<file path="config.mk">
export PLATFORM = sky130hd
export DESIGN_NAME = demod_window_ctrl
export DESIGN_NICKNAME = d
export VERILOG_FILES = /design/src/rtl/demod_pkg.sv /design/src/rtl/demod_window_ctrl_win_minmax.sv /design/src/rtl/demod_window_ctrl.sv
export SDC_FILE = /design/constraint.sdc
export NUM_CORES = 1
export LEC_CHECK = 0
export BUFFER_PORTS_ARGS = -buffer_cell sky130_fd_sc_hd__clkbuf_2
export CORE_MARGIN = 2
export CORE_UTILIZATION = 28
export CTS_CLUSTER_SIZE = 24
export DETAILED_ROUTE_END_ITERATION = 6
export PLACE_DENSITY = 0.4
export SETUP_SLACK_MARGIN = 0.02
export SYNTH_ARGS = -nofsm -noshare
export SYNTH_HDL_FRONTEND = slang
export SYNTH_HIERARCHICAL = 1
export SYNTH_SLANG_ARGS = --single-unit
export TNS_END_PERCENT = 1
</file>
<file path="constraint.sdc">
create_clock -name clk -period 4 [get_ports clk]
set_input_delay 0.2 -clock clk [delete_from_list [all_inputs] [get_ports clk]]
set_output_delay 0.2 -clock clk [all_outputs]
set_load 0.02 [all_outputs]
</file>
<file path="src/rtl/demod_pkg.sv">
// ---------------------------------------------------------------------------
// demod_pkg
// Shared types and width constants for the AM/ASK demodulation path.
//   mode_t  : decided modulation mode published to the mode-select mux
//   state_t : measurement sequencer states of demod_window_ctrl
//   *_DEF   : default widths used by the envelope path blocks
// ---------------------------------------------------------------------------
package demod_pkg;

    localparam int ENV_W_DEF      = 14;
    localparam int WIN_LOG2_DEF   = 10;
    localparam int SIG_THRESH_DEF = 64;
    localparam int MID_SHIFT_DEF  = 3;
    localparam int MODE_W         = 2;

    typedef enum logic [MODE_W-1:0] {
        MODE_NONE = 2'd0,
        MODE_AM   = 2'd1,
        MODE_ASK  = 2'd2
    } mode_t;

    typedef enum logic [2:0] {
        S_IDLE   = 3'd0,
        S_ACQ    = 3'd1,
        S_THR    = 3'd2,
        S_CLS    = 3'd3,
        S_DECIDE = 3'd4
    } state_t;

endpackage

</file>
<file path="src/rtl/demod_window_ctrl_win_minmax.sv">
// ---------------------------------------------------------------------------
// win_minmax
// Clamps a signed envelope sample to a non-negative magnitude and tracks the
// running maximum and minimum of that magnitude over a window.
//   clk        : system clock
//   sample_vld : accept the current sample into the running extremes
//   first      : with sample_vld, load both extremes from this sample
//   env_in     : signed envelope sample
//   mag        : combinational clamped magnitude max(env_in, 0)
//   max_val    : running maximum
//   min_val    : running minimum
// ---------------------------------------------------------------------------
module win_minmax #(
    parameter int ENV_W = 14
) (
    input  logic             clk,
    input  logic             sample_vld,
    input  logic             first,
    input  logic [ENV_W-1:0] env_in,
    output logic [ENV_W-1:0] mag,
    output logic [ENV_W-1:0] max_val,
    output logic [ENV_W-1:0] min_val
);

    function automatic logic [ENV_W-1:0] clamp_pos(input logic signed [ENV_W-1:0] v);
        if (v < 0) return '0;
        return $unsigned(v);
    endfunction

    logic signed [ENV_W-1:0] env_s;

    assign env_s = env_in;
    assign mag   = clamp_pos(env_s);

    // Extremes are pure data: the load-first control makes a reset redundant.
    always_ff @(posedge clk) begin
        if (sample_vld) begin
            if (first) begin
                max_val <= mag;
                min_val <= mag;
            end else begin
                if (mag > max_val) max_val <= mag;
                if (mag < min_val) min_val <= mag;
            end
        end
    end

endmodule

</file>
<file path="src/rtl/demod_window_ctrl.sv">
// ---------------------------------------------------------------------------
// demod_window_ctrl
// Two-window envelope classifier: window 1 (ACQ) acquires the envelope
// extremes, THR derives quarter-spread thresholds, window 2 (CLS) counts
// mid-band samples, DECIDE publishes NONE / AM / ASK plus the extremes.
//   clk, rst_n  : clock, synchronous active-low reset
//   start       : begin one sequence (IDLE only)
//   auto_run    : restart acquisition after every decision
//   abort       : return to IDLE, published results untouched
//   env_valid   : env_in qualifier
//   env_in      : signed envelope sample
//   busy        : sequencer not in IDLE
//   done        : one-cycle pulse when a decision is registered
//   mode        : 0 NONE, 1 AM, 2 ASK
//   mode_valid  : a decision has been made since reset
//   env_max/min : extremes of the last completed acquisition window
// ---------------------------------------------------------------------------
module demod_window_ctrl
    import demod_pkg::*;
#(
    parameter int ENV_W      = ENV_W_DEF,
    parameter int WIN_LOG2   = WIN_LOG2_DEF,
    parameter int SIG_THRESH = SIG_THRESH_DEF,
    parameter int MID_SHIFT  = MID_SHIFT_DEF
) (
    input  logic             clk,
    input  logic             rst_n,
    input  logic             start,
    input  logic             auto_run,
    input  logic             abort,
    input  logic             env_valid,
    input  logic [ENV_W-1:0] env_in,
    output logic             busy,
    output logic             done,
    output logic [1:0]       mode,
    output logic             mode_valid,
    output logic [ENV_W-1:0] env_max,
    output logic [ENV_W-1:0] env_min
);

    localparam int                WIN_LEN   = 1 << WIN_LOG2;
    localparam logic [WIN_LOG2:0] ASK_LIMIT = (WIN_LOG2+1)'(WIN_LEN >> MID_SHIFT);
    localparam logic [ENV_W-1:0]  SIG_LIM   = ENV_W'(SIG_THRESH);

    state_t              state, state_nxt;
    mode_t               mode_q;
    logic [WIN_LOG2-1:0] win_cnt;
    logic [WIN_LOG2:0]   mid_cnt;
    logic [ENV_W-1:0]    thr_lo, thr_hi, q_spread;
    logic [ENV_W-1:0]    mag, run_max, run_min;
    logic                win_last, acq_vld, in_band;

    function automatic mode_t classify(input logic [ENV_W-1:0] mx, input logic [WIN_LOG2:0] cnt);
        if (mx < SIG_LIM)    return MODE_NONE;
        if (cnt < ASK_LIMIT) return MODE_ASK;
        return MODE_AM;
    endfunction

    // The window counter wraps back to zero on the final sample, so it is
    // already cleared for the next window without an explicit reload.
    assign win_last = (win_cnt == '1);
    assign acq_vld  = (state == S_ACQ) && env_valid && !abort;
    assign in_band  = (mag > thr_lo) && (mag < thr_hi);
    assign q_spread = (run_max - run_min) >> 2;
    assign busy     = (state != S_IDLE);
    assign mode     = mode_q;

    win_minmax #(.ENV_W(ENV_W)) u_minmax (
        .clk        (clk),
        .sample_vld (acq_vld),
        .first      (win_cnt == '0),
        .env_in     (env_in),
        .mag        (mag),
        .max_val    (run_max),
        .min_val    (run_min)
    );

    always_comb begin
        state_nxt = state;
        unique case (state)
            S_IDLE:   if (start || auto_run)     state_nxt = S_ACQ;
            S_ACQ:    if (env_valid && win_last) state_nxt = S_THR;
            S_THR:                               state_nxt = S_CLS;
            S_CLS:    if (env_valid && win_last) state_nxt = S_DECIDE;
            S_DECIDE:                            state_nxt = auto_run ? S_ACQ : S_IDLE;
            default:                             state_nxt = S_IDLE;
        endcase
        if (abort) state_nxt = S_IDLE;
    end

    always_ff @(posedge clk) begin
        if (!rst_n) begin
            state      <= S_IDLE;
            win_cnt    <= '0;
            mid_cnt    <= '0;
            done       <= 1'b0;
            mode_q     <= MODE_NONE;
            mode_valid <= 1'b0;
            env_max    <= '0;
            env_min    <= '0;
        end else begin
            state <= state_nxt;
            done  <= 1'b0;
            if (abort) begin
                win_cnt <= '0;
                mid_cnt <= '0;
            end else begin
                if ((state == S_ACQ || state == S_CLS) && env_valid)
                    win_cnt <= win_cnt + WIN_LOG2'(1);
                if (state == S_THR)
                    mid_cnt <= '0;
                if (state == S_CLS && env_valid && in_band)
                    mid_cnt <= mid_cnt + (WIN_LOG2+1)'(1);
                if (state == S_DECIDE) begin
                    mode_q     <= classify(run_max, mid_cnt);
                    env_max    <= run_max;
                    env_min    <= run_min;
                    mode_valid <= 1'b1;
                    done       <= 1'b1;
                end
            end
        end
    end

    // Thresholds: min <= lo <= hi <= max, so no wrap is possible.
    always_ff @(posedge clk) begin
        if (state == S_THR) begin
            thr_lo <= run_min + q_spread;
            thr_hi <= run_max - q_spread;
        end
    end

endmodule

</file>
==> Word-level counts from Yosys, hierarchy flattened <==
Cells that the tools add are included.
{ "word_totals": {"output_inout_bits": 33, "elab_cells": 83, "input_bits": 20, "ff_bits": 112} }
{ "op_classes": {"n_addsub": 5, "mux": 28, "bitwise_logic": 2, "n_lt_le_gt_ge": 7, "reduce_logical": 21, "n_eq_ne": 8} }
{ "op_table": {"columns": ["operator", "count"], "rows": [
  ["14-bit 2-to-1 mux", 6],
  ["14-bit > comparator", 2],
  ["14-bit less-than comparator", 2],
  ["11-bit 2-to-1 mux", 2],
  ["3-bit case mux with 5 select lines", 1],
  ["14-bit by 12-bit adder with 14-bit output", 1],
  ["14-bit by 1-bit less-than comparator with 1-bit output, second input constant", 1],
  ["14-bit by 7-bit less-than comparator with 1-bit output, second input constant", 1],
  ["14-bit by 12-bit subtractor with 14-bit output", 1],
  ["14-bit subtractor", 1],
  ["1-bit 2-to-1 mux", 12],
  ["11-bit by 1-bit adder with 11-bit output, second input constant", 1],
  ["11-bit by 8-bit less-than comparator with 1-bit output, second input constant", 1],
  ["10-bit by 1-bit adder with 10-bit output, second input constant", 1],
  ["10-bit equality test, second input constant", 1],
  ["10-bit logical NOT", 1],
  ["3-bit 2-to-1 mux", 3],
  ["2-bit 2-to-1 mux", 4],
  ["1-bit logical AND", 7],
  ["3-bit by 2-bit equality test with 1-bit output, second input constant", 2],
  ["2-bit AND reduction", 3],
  ["2-bit nonzero test", 3],
  ["2-bit inequality test, second input constant", 2],
  ["3-bit by 1-bit equality test with 1-bit output, second input constant", 1],
  ["other kinds (9)", 11]
]} }

==> Logic depth before layout (Yosys ltp) <==
{ "depth": {"depth_word": 11, "ltp_mapped": 16, "depth_no_buf": 15} }

==> Cells and area by module <==
The synthesis kept the hierarchy.
{ "by_module_without_submodules": {"columns": ["mod", "n_inst", "seq_area_each_um2", "cells_per_inst", "area_each_um2"], "rows": [
  ["demod_window_ctrl", 1, 1961.9, 654, 5677.9],
  ["win_minmax", 1, 780.7, 138, 1567.8]
]} }

==> Worst setup path after synthesis <==
Ideal clock, no wire load.
{ "synth_path": {"path_kind": "register -> register", "from": "reg u_minmax.max_val[2]", "to": "reg thr_lo[12], data pin", "path_stages_with_launch": 15, "path_buffers": 0, "synth_period_minus_slack_ps": 3689, "path_slack_ps": 311, "t_required_ps": 3742, "arrival_time_ps": 3431, "setup_ps": 258, "path_cell_list": "edfxtp_1 ha_1 a21o_1 a31oi_1 o211a_1 a21boi_0 or2_2 xor2_1 ha_1 or2_2 a21oi_1 a21oi_1 a41o_1 o41a_1 xnor2_1"} }
{ "synth_via": {"elab_chain_len": 2} }
{ "synth_rtl": {"columns": ["item", "line", "rtl"], "rows": [
  ["from (decl)", "demod_window_ctrl_win_minmax.sv:21", "output logic [ENV_W-1:0] max_val,"],
  ["from (signal assigned)", "demod_window_ctrl_win_minmax.sv:39", "max_val <= mag;"],
  ["from (signal assigned)", "demod_window_ctrl_win_minmax.sv:42", "if (mag > max_val) max_val <= mag;"],
  ["14-bit subtractor", "demod_window_ctrl.sv:64", "assign q_spread = (run_max - run_min) >> 2;"],
  ["14-bit by 12-bit adder with 14-bit output", "demod_window_ctrl.sv:128", "thr_lo <= run_min + q_spread;"],
  ["to (signal assigned)", "demod_window_ctrl.sv:128", null],
  ["to (decl)", "demod_window_ctrl.sv:49", "logic [ENV_W-1:0] thr_lo, thr_hi, q_spread;"]
]} }
Every way passes these cells.
A chain may end at the register's enable or synchronous reset.

==> Final worst setup path <==
{ "layout_path": {"from": "reg u_minmax.min_val[2]", "to": "reg thr_lo[12], data pin"} }
{ "layout_via": {"elab_chain_len": 2} }
{ "layout_rtl": {"columns": ["item", "line", "rtl"], "rows": [
  ["from (decl)", "demod_window_ctrl_win_minmax.sv:22", "output logic [ENV_W-1:0] min_val"],
  ["from (signal assigned)", "demod_window_ctrl_win_minmax.sv:40", "min_val <= mag;"],
  ["from (signal assigned)", "demod_window_ctrl_win_minmax.sv:43", "if (mag < min_val) min_val <= mag;"],
  ["14-bit subtractor", "demod_window_ctrl.sv:64", null],
  ["14-bit by 12-bit adder with 14-bit output (*)", "demod_window_ctrl.sv:128", null]
]} }
Every way passes the cells marked *; elsewhere a longest branch is shown, timed or not.

==> metrics <==
status=finished clean; Synth Cell Area=7250 µm²; H-Tree Depth=3; gr usage total=15.6%; Top Metal Used=met4; Clock power frac=36.9%; WL met1=10400 µm; Max VDD drop=0.209 mV; CTS tree=built; Reg2Reg Capture Point=thr_lo[12]; # DRC=0; CP Capture Type=flop; Die Y=165 µm; Nets=977; Min Hold Slack=0.226 ns; final hold violation count=0; Pleak=3.56 nW; Int Pwr=1.84 mW; CP Max Fanout=4; hold path start=auto_run; CTS clock-pin slew for the worst setup and hold paths=0.08 ns; initial detailed-routing violation count=229; R2R cell count=15; wire length on met3=543 µm; # Max-Cap Violations=0; clk sinks=110; Crit path arrival time=3.87 ns; IO Pins=53; Finished Cell Area=8420 µm²; vias in the first global route=5745; Slew Limit Fails=0; ant diodes=0; Flop pwr share=47.2%; final setup vio count=0; Rows=58; die width=165 µm; RSZ-0062 raised after global routing=true; WL final=20300 µm; Met2 Wirelength=9010 µm; clock tree buffer depth=2; Hold-fix buffers, CTS=0; Post-synth EDFFs=54; worst reg-to-reg setup slack=0.25 ns; post-layout min period=3.75 ns; area grow syn2layout=16.2%; Net Sw Frac=28.4%; total grt overflow=0; post-synth top area cell=edfxtp_1; CP Launch Type=flop; most instantiated library cell after synthesis=inv_1; cts bufs inserted=9; die footprint=27200 µm²; Worst Hold Class=input port to flop; Final ANT Viol Nets=0; detailed-router iteration count before antenna repair=5; Setup Crit Path Kind=flop to flop; ys flop type=dfxtp_1; DP Wirelength=16000 µm; share of layout cells above drive strength 1=14.4%; share of the yosys chip area belonging to registers=37.9%; Synth top area share=22.4%; Root Buffer=clkbuf_16; initial antenna violation count=0; Vias=5776; Post-synth ARST share=0%; Max Clock Freq=267 MHz; GP Congestion=0.837; pin count of the biggest net entering global routing=34; YS warnings=6; Post-CTS Setup Inserts=0; Starting Density=28.6%; via/cell ratio=4.80; Sw Pwr=0.729 mW; Commonest cells post-synth=91 x inv_1, 87 x ha_1, 86 x nand2_1; power per cell area=305 nW/µm²; skew final=0.0169 ns; setup TNS=0 ns; Tcrit/Tclk final=93.7%; Synth Instances=792; Mapped Avg Cell Area=9.15 µm²; placed inst area=8090 µm²; top post-synthesis cells by area=edfxtp_1 22%, dfxtp_1 15%, ha_1 15%; post-synth cell types=74; Worst slew margin=51.0%; Avg WL per Cell=16.9 µm; core area=25300 µm²; wire length of the first global-routing pass=31800 µm; measured slew at the worst slew-check pin=0.735 ns; flops & latches, synth=110; CP Data Required Time=4.12 ns; Comb pwr share=15.9%; r2r startpoint=u_minmax/min_val[2]; hold path depth=4; Clock Latency Late Sink=0.36 ns; Hold EP=state[0]; port bufs=52
-- flip-flops by register name, indices dropped and copies added, names as in the netlist --
name and count:
done 1, env_max 14, env_min 14, mid_cnt 11, mode 2, mode_valid 1
state 3, thr_hi 14, thr_lo 14, u_minmax/max_val 13, u_minmax/min_val 13, win_cnt 10
-- cell families (layout without fill, tap and decap cells) --
logic type / Yosys count / in the layout / synth area share (%)
other: 1 / 3 / 0.0518
adder cells (fa/ha/maj): 90 / 90 / 15.7
flip-flops: 110 / 110 / 37.9
multiplexers: 3 / 3 / 0.432
buffers and inverters: 112 / 191 / 5.99
AND/OR/NAND/NOR: 256 / 256 / 18.3
AO/OA/AOI/OAI: 174 / 174 / 16.1
XOR/XNOR: 46 / 46 / 5.56
-- routing by layer --
layer / up-vias / track usage, %
met5: - / 0
met4: 0 / 4.66
met3: 14 / 1.58
met2: 73 / 24.8
met1: 2740 / 22.3
li1: 2949 / -
-- per-stage QoR --
stage,total power [mW],cells,util [%],setup WS (ns)
finish,2.57,1203,33.2,0.253
global route,2.70,1203,33.2,0.0236
CTS,2.60,1203,33.1,0.0446
detailed placement,1.64,1187,31.9,0.0491
global placement,1.65,1187,31.9,0.0780
floorplan,1.54,794,-,0.311
-- how the worst max path moves through the flow --
stage,to,startpoint
after detailed placement,thr_lo[11],u_minmax/max_val[2]
after global placement,thr_lo[11],u_minmax/max_val[2]
final,thr_lo[12],u_minmax/min_val[2]
after floorplan,thr_lo[12],u_minmax/max_val[2]
after CTS,thr_lo[12],u_minmax/max_val[2]
after global routing,thr_hi[12],u_minmax/min_val[2]
-- critical path, cell delays in order, from the launching register on --
cell and delay (ns):
edfxtp_1 0.40, inv_1 0.07, ha_2 0.30, a21o_1 0.24, a31oi_4 0.20, o211a_1 0.19
a21boi_0 0.10, or2_2 0.31, xor2_1 0.15, ha_1 0.32, or2_2 0.32, a21oi_1 0.16
a21oi_1 0.08, a41o_1 0.22, o41a_1 0.32, xnor2_1 0.13
-- power groups by stage --
stage / Sequential [mW] / Clock [mW] / Combinational, mW
after CTS: 1.21 / 0.981 / 0.410
after floorplan: 1.24 / 0 / 0.299
after global placement: 1.24 / 0 / 0.408
after global routing: 1.21 / 1.02 / 0.467
final: 1.21 / 0.947 / 0.409
after detailed placement: 1.24 / 0 / 0.406
-- placed cells by master, fill, tap and decap left out, types with 3 or more instances in the layout --
cell type and instances:
and2_1 3, ha_1 86, nand2_1 86, nand4_1 12
nor2b_1 16, buf_4 31, nor4_1 8, or3_1 6
a21oi_1 39, nor3_1 14, a2111oi_0 3, o21a_1 3
and2b_1 7, and3_1 12, a31oi_1 7, a31o_2 3
o211ai_1 7, or2_2 4, inv_1 91, and3b_1 3
a21boi_0 32, nor2_1 41, clkbuf_2 52, a21o_1 8
edfxtp_1 54, o21ai_0 32, a211oi_1 4, xnor2_1 26
o22ai_1 3, o221ai_1 3, nand2b_1 13, dfxtp_1 56
clkbuf_16 9, xor2_1 20, conb_1 3, nand3b_1 4
nand3_1 13
-- final cells by class --
class | count | area (µm²)
clock buffers | 10 | 239
clock inverters | 6 | 62.6
fillers | 2685 | 16900
inverters | 92 | 345
multi-input cells | 572 | 4120
flip-flops and latches | 110 | 2740
well taps | 330 | 413
repair buffers | 83 | 493
-- timing repair --
action                                  4_1_cts  5_1_grt
endpoints found under the setup margin        1        6
resized for setup                             1        6
pin swaps                                     0        2
No activity file was read; power rests on OpenSTA's default activity.
